--- config.mk ---
export PLATFORM = sky130hd
export DESIGN_NAME = imem_program_loader_flat
export DESIGN_NICKNAME = d
export VERILOG_FILES = /design/src/rtl/imem_program_loader_if.sv /design/src/rtl/imem_program_loader.sv /design/src/flat_wrapper.sv
export SDC_FILE = /design/constraint.sdc
export NUM_CORES = 1
export LEC_CHECK = 0
export BUFFER_PORTS_ARGS = -buffer_cell sky130_fd_sc_hd__buf_2
export CORE_MARGIN = 4
export CORE_UTILIZATION = 45
export DETAILED_ROUTE_END_ITERATION = 10
export PLACE_DENSITY_LB_ADDON = 0.05
export SLEW_MARGIN = 10
export SYNTH_ARGS = -nofsm -noshare
export SYNTH_HDL_FRONTEND = slang
export SYNTH_SLANG_ARGS = --single-unit
--- constraint.sdc ---
create_clock -name clock -period 5.5 [get_ports clock]
set_input_delay 1.1 -clock clock [delete_from_list [all_inputs] [get_ports clock]]
set_output_delay 1.1 -clock clock [all_outputs]
set_load 0.02 [all_outputs]
--- src/rtl/imem_program_loader_if.sv ---
// Byte-stream input and instruction-memory write port of the program loader.
// The master side is the loader; the slave side is the byte source plus imem.
interface imem_program_loader_if #(
   parameter int ADDR_W = 8,
   parameter int WORD_W = 32
);
   logic [7:0]        byte_in;
   logic              byte_valid;
   logic              byte_ready;
   logic              imem_we;
   logic [ADDR_W-1:0] imem_addr;
   logic [WORD_W-1:0] imem_wdata;

   modport master (
      input  byte_in, byte_valid,
      output byte_ready, imem_we, imem_addr, imem_wdata
   );

   modport slave (
      output byte_in, byte_valid,
      input  byte_ready, imem_we, imem_addr, imem_wdata
   );
endinterface

--- src/rtl/imem_program_loader.sv ---
// Packs a big-endian byte stream into instruction words and writes them to imem while holding the CPU.
// Optional trailing checksum word is enabled by defining IMEM_LOADER_CHECKSUM_EN.
module imem_program_loader #(
   parameter int ADDR_W = 8,
   parameter int DEPTH  = 256,
   parameter int WORD_W = 32
) (
   input  logic                  clock,
   input  logic                  reset,
   input  logic                  start,
   input  logic [ADDR_W:0]       word_count,
   imem_program_loader_if.master bus,
   output logic                  cpu_hold,
   output logic                  done,
   output logic                  error
);
   localparam int                SHIFT_W  = WORD_W - 8;
   localparam logic [ADDR_W:0]   DEPTH_C  = (ADDR_W+1)'(DEPTH);
   localparam logic [ADDR_W:0]   CNT_ONE  = (ADDR_W+1)'(1);
   localparam logic [ADDR_W-1:0] ADDR_ONE = ADDR_W'(1);

   typedef enum logic [1:0] {IDLE, COLLECT, WRITE, DONE} state_t;

   state_t              state_reg, state_next;
   logic [1:0]          byte_cnt_reg, byte_cnt_next;
   logic [SHIFT_W-1:0]  shift_reg, shift_next;
   logic [WORD_W-1:0]   wdata_reg, wdata_next;
   logic [ADDR_W-1:0]   addr_reg, addr_next;
   logic [ADDR_W:0]     words_reg, words_next;
   logic [ADDR_W:0]     count_reg, count_next;
   logic                hold_reg, hold_next;
   logic                done_reg, done_next;
   logic                error_reg, error_next;
   logic                accept;
   logic                start_illegal;
   logic [WORD_W-1:0]   assembled;
   logic [ADDR_W:0]     words_inc;
`ifdef IMEM_LOADER_CHECKSUM_EN
   logic [WORD_W-1:0]   sum_reg, sum_next;
   logic                chk_reg, chk_next;
`endif

   assign accept        = (state_reg == COLLECT) && bus.byte_valid;
   assign assembled     = {shift_reg, bus.byte_in};
   assign words_inc     = words_reg + CNT_ONE;
   assign start_illegal = (word_count == '0) || (word_count > DEPTH_C);

   assign bus.byte_ready = (state_reg == COLLECT);
   assign bus.imem_we    = (state_reg == WRITE);
   assign bus.imem_addr  = addr_reg;
   assign bus.imem_wdata = wdata_reg;
   assign cpu_hold       = hold_reg;
   assign done           = done_reg;
   assign error          = error_reg;

   always_comb begin
      state_next    = state_reg;
      byte_cnt_next = byte_cnt_reg;
      shift_next    = shift_reg;
      wdata_next    = wdata_reg;
      addr_next     = addr_reg;
      words_next    = words_reg;
      count_next    = count_reg;
      hold_next     = hold_reg;
      done_next     = done_reg;
      error_next    = 1'b0;
`ifdef IMEM_LOADER_CHECKSUM_EN
      sum_next      = sum_reg;
      chk_next      = chk_reg;
`endif
      case (state_reg)
         IDLE, DONE: begin
            if (start) begin
               if (start_illegal) begin
                  error_next = 1'b1;
               end else begin
                  count_next    = word_count;
                  addr_next     = '0;
                  words_next    = '0;
                  byte_cnt_next = '0;
                  hold_next     = 1'b1;
                  done_next     = 1'b0;
                  state_next    = COLLECT;
`ifdef IMEM_LOADER_CHECKSUM_EN
                  sum_next      = '0;
                  chk_next      = 1'b0;
`endif
               end
            end
         end
         COLLECT: begin
            if (accept) begin
               // 2-bit counter wraps to 0 on the fourth byte, ready for the next word
               shift_next    = assembled[SHIFT_W-1:0];
               byte_cnt_next = byte_cnt_reg + 2'd1;
               if (byte_cnt_reg == 2'd3) begin
`ifdef IMEM_LOADER_CHECKSUM_EN
                  if (chk_reg) begin
                     if (assembled == sum_reg) begin
                        state_next = DONE;
                        done_next  = 1'b1;
                        hold_next  = 1'b0;
                     end else begin
                        state_next = IDLE;
                        error_next = 1'b1;
                     end
                  end else begin
                     wdata_next = assembled;
                     state_next = WRITE;
                  end
`else
                  wdata_next = assembled;
                  state_next = WRITE;
`endif
               end
            end
         end
         WRITE: begin
            words_next = words_inc;
`ifdef IMEM_LOADER_CHECKSUM_EN
            sum_next   = sum_reg + wdata_reg;
`endif
            // The counter is one bit wider than the address, so a full-depth load ends at 256, not 0
            if (words_inc == count_reg) begin
`ifdef IMEM_LOADER_CHECKSUM_EN
               chk_next   = 1'b1;
               state_next = COLLECT;
`else
               state_next = DONE;
               done_next  = 1'b1;
               hold_next  = 1'b0;
`endif
            end else begin
               addr_next  = addr_reg + ADDR_ONE;
               state_next = COLLECT;
            end
         end
         default: state_next = IDLE;
      endcase
   end

   always_ff @(posedge clock) begin
      if (reset) begin
         state_reg    <= IDLE;
         byte_cnt_reg <= '0;
         shift_reg    <= '0;
         wdata_reg    <= '0;
         addr_reg     <= '0;
         words_reg    <= '0;
         count_reg    <= '0;
         hold_reg     <= 1'b1;
         done_reg     <= 1'b0;
         error_reg    <= 1'b0;
`ifdef IMEM_LOADER_CHECKSUM_EN
         sum_reg      <= '0;
         chk_reg      <= 1'b0;
`endif
      end else begin
         state_reg    <= state_next;
         byte_cnt_reg <= byte_cnt_next;
         shift_reg    <= shift_next;
         wdata_reg    <= wdata_next;
         addr_reg     <= addr_next;
         words_reg    <= words_next;
         count_reg    <= count_next;
         hold_reg     <= hold_next;
         done_reg     <= done_next;
         error_reg    <= error_next;
`ifdef IMEM_LOADER_CHECKSUM_EN
         sum_reg      <= sum_next;
         chk_reg      <= chk_next;
`endif
      end
   end
endmodule

--- src/flat_wrapper.sv ---
// flat-port wrapper written by rule: the top's interface ports become plain ports
module imem_program_loader_flat 
#(
   parameter int ADDR_W = 8,
   parameter int DEPTH  = 256,
   parameter int WORD_W = 32
)
  (clock, reset, start, word_count, cpu_hold, done, error, bus_byte_in, bus_byte_valid, bus_byte_ready, bus_imem_we, bus_imem_addr, bus_imem_wdata);
  imem_program_loader_if #(.ADDR_W(ADDR_W), .WORD_W(WORD_W)) bus_i ();
  input  logic clock;
  input  logic reset;
  input  logic start;
  input  logic [ADDR_W:0] word_count;
  output logic cpu_hold;
  output logic done;
  output logic error;
  input wire logic [$bits(bus_i.byte_in)-1:0] bus_byte_in;
  input wire logic [$bits(bus_i.byte_valid)-1:0] bus_byte_valid;
  output wire logic [$bits(bus_i.byte_ready)-1:0] bus_byte_ready;
  output wire logic [$bits(bus_i.imem_we)-1:0] bus_imem_we;
  output wire logic [$bits(bus_i.imem_addr)-1:0] bus_imem_addr;
  output wire logic [$bits(bus_i.imem_wdata)-1:0] bus_imem_wdata;
  assign bus_i.byte_in = bus_byte_in;
  assign bus_i.byte_valid = bus_byte_valid;
  assign bus_byte_ready = bus_i.byte_ready;
  assign bus_imem_we = bus_i.imem_we;
  assign bus_imem_addr = bus_i.imem_addr;
  assign bus_imem_wdata = bus_i.imem_wdata;
  imem_program_loader #(.ADDR_W(ADDR_W), .DEPTH(DEPTH), .WORD_W(WORD_W)) u_core (.clock(clock), .reset(reset), .start(start), .word_count(word_count), .bus(bus_i), .cpu_hold(cpu_hold), .done(done), .error(error));
endmodule
==> results.toml <==
[status]
status = "complete, no violations"

[timing]
worst_pin_slew_ns = 1.023
hold_ws_ns = 0.4520
finalSetupViolCount = 0
min_period_ns = 3.121
layout_setup_ws_ns = 2.379
max_freq_ghz = 0.3205
hold_violations = 0
skew_ns = 0.009073
period_share = 0.5674
drv_slew = 0
slew_headroom = 0.3165
rsz0062_at_grt = "false"
final.setup.tns_ns = 0

[grt]
grt_overflow_total = 0
grt_pass1_wl_mm = 14.65
antenna_found_initial = 0
grt_max_degree = 53
grtUsageTotal = 0.1815
grt_pass1_vias = 3012

[synthesis]
syn_area_sq_mm = 0.003795
ys_ff_latch = 89
yosys_warnings = 0
synth.distinct_cells = 55
syn_area_per_cell_sq_um = 7.825
async_flop_share = 0
synth_top_flop_cell = "dfxtp_1"
synth_cells = 485
syn_nets = 512
ys_seq_area_frac = 0.4695
synth_edf_count = 0

[flow_run]
cap_violations = 0

[route]
route.met3.wl_um = 597
wl_mm = 8.806
ant_nets = 0
avgRoutedWirePerCell_um = 13.72
drt_iter0_markers = 157
vias_per_cell = 5.263
highest_layer = "met4"
vias = 3379
wl_met1_mm = 4.401
route.detailed.drc = 0
dr_wl_met2_mm = 3.673
drt_pass1_iterations = 4

[floorplan]
die_y_um = 99.83
initial_core_util = 0.4619
io_pins = 66
row_count = 33
die_x_um = 99.83
fp.coreArea_sq_mm = 0.008217
dieArea_sq_mm = 0.009966

[worst_setup_path]
worstSetupPathType = "input pin to register"
worstPathArrival_ns = 3.40
crit_path_end_kind = "register"
slowest_delay_ns = 0.59
slowest_stage = "or4_1"
required_ns = 5.78
cp_num_buf_inv = 1
critical_path_depth = 7
cpLargestDelayFamily = "simple AND/OR/NAND/NOR gates"
crit_fanout = 9
critPathLaunchType = "input pin"
path_cells = "buf_2, nor4_1, a21boi_1, o31ai_4, nand2_1, or4_1, a31oi_1"
worst_r2r_path_depth = 6

[place]
port_buffers = 65
postPlaceCellArea_sq_mm = 0.004140
dp_slack_ns = 1.989
gp_congestion = 0.8211
hpwl_mm = 6.029

[layout]
largest_reg_flops = 32
final_core_util = 0.5255
final_cell_mix = "151 x nand2_1, 89 x dfxtp_1, 77 x a21oi_1"
syn_to_final_growth_pct = 13.78
nets = 559
fillers = 846
antennaDiodeCount = 0
drive_above_1_share = 0.1713
layout_commonest_cell = "nand2_1"
fin_area_sq_mm = 0.004318
seqCellArea_sq_mm = 0.001782
multi_input_area_sq_mm = 0.001853

[worst_hold_path]
hold_depth = 2
hp-class = "register to register"

[clock_network]
cts_tree = "built"
htreeDepth = 3
cts_setup_buffers = 0
cts_buffers = 9
clock_latency_ns = 0.36
clkTransAtPathRegs_ns = 0.09
cts_hold_buf = 0
clockRootBuffer = "clkbuf_8"
ctsResizeCount = 0
cts_num_sinks = 89
clockBufferDepth = 2

[pwr]
ir_drop_mv = 0.1498
leakage_nw = 1.609
p_per_area_mw_per_mm2 = 273.2
-- cell usage after synthesis (all sizes together), types with 2 or more instances --
master,number,share of area
nand2,151,0.15
o21ai,11,0.015
nor3b,3,0.0059
nor2,16,0.018
ha,6,0.020
and2,3,0.0049
or4,4,0.0089
dfxtp,89,0.47
nand3,11,0.015
or3,3,0.0049
nand2b,5,0.0082
a31oi,6,0.0099
o31ai,3,0.0096
a21boi,2,0.0040
nor4,4,0.0082
nand3b,2,0.0040
xnor2,6,0.014
a21oi,77,0.10
clkbuf,25,0.025
a32o,2,0.0053
xor2,3,0.0069
nand4b,2,0.0046
and3,2,0.0033
nor2b,2,0.0033
nor3,9,0.012
buf,7,0.011
o211ai,3,0.0059
a22oi,2,0.0053
nand4,2,0.0033
a21o,4,0.0079
inv,7,0.0069
-- tightest hold or removal path, cell delays in order, from the launching register on --
cell	delay, ns
dfxtp_1	0.32
nand2_1	0.05
a21oi_1	0.05
-- cells by family (layout without fill, tap and decap cells) --
group	Yosys count	in the layout	share of synthesized area
DFF	89	89	0.4695
xor gates and xnor gates	9	9	0.02077
and+or+nand+nor	224	224	0.2644
AOI/OAI and AO/OA	117	117	0.1794
adders and majority gates	6	6	0.01978
buffers and inverters	39	91	0.04220
muxes	1	1	0.003955
-- worst paths after layout --
check	startpoint	to	slack, ns
max	word_count[4]	u_core.bus.imem_addr[7]$_SDFFE_PP0P_	2.38
min	u_core.shift_reg[19]$_SDFFE_PP0P_	u_core.bus.imem_wdata[27]$_SDFFE_PP0P_	0.45
max reg2reg	u_core.state_reg[1]$_SDFFE_PP0P_	u_core.bus.imem_wdata[16]$_SDFFE_PP0P_	2.66
min reg2reg	u_core.shift_reg[19]$_SDFFE_PP0P_	u_core.bus.imem_wdata[27]$_SDFFE_PP0P_	0.45
-- cell type report --
| cell class | count | share of cell area |
|---|---|---|
| well taps | 105 | 0.03043 |
| clock inverters | 6 | 0.01159 |
| clock buffers | 10 | 0.02956 |
| flip-flops and latches | 89 | 0.4126 |
| inverters | 7 | 0.006085 |
| repair buffers | 68 | 0.08056 |
| multi-input cells | 357 | 0.4292 |
-- per-stage QoR --
stage,power [mW],cells
after floorplan,0.7515,485
after global placement,0.7803,626
after detailed placement,0.7820,626
after CTS,1.194,642
after global routing,1.240,642
final,1.180,642
-- per-layer routing --
layer,GRT usage,vias to the layer above
met3,0.04587,11
met5,0,-
met2,0.2596,83
li1,-,1740
met1,0.2633,1545
met4,0.06618,0
-- power by group --
| group | switching (mW) | leakage [nW] | internal (mW) |
|---|---|---|---|
| clock | 0.244 | 0.0835 | 0.169 |
| sequential | 0.00842 | 0.718 | 0.654 |
| combinational | 0.0701 | 0.807 | 0.0339 |
| total | 0.323 | 1.61 | 0.857 |
Power figures use the tool's default switching activity.
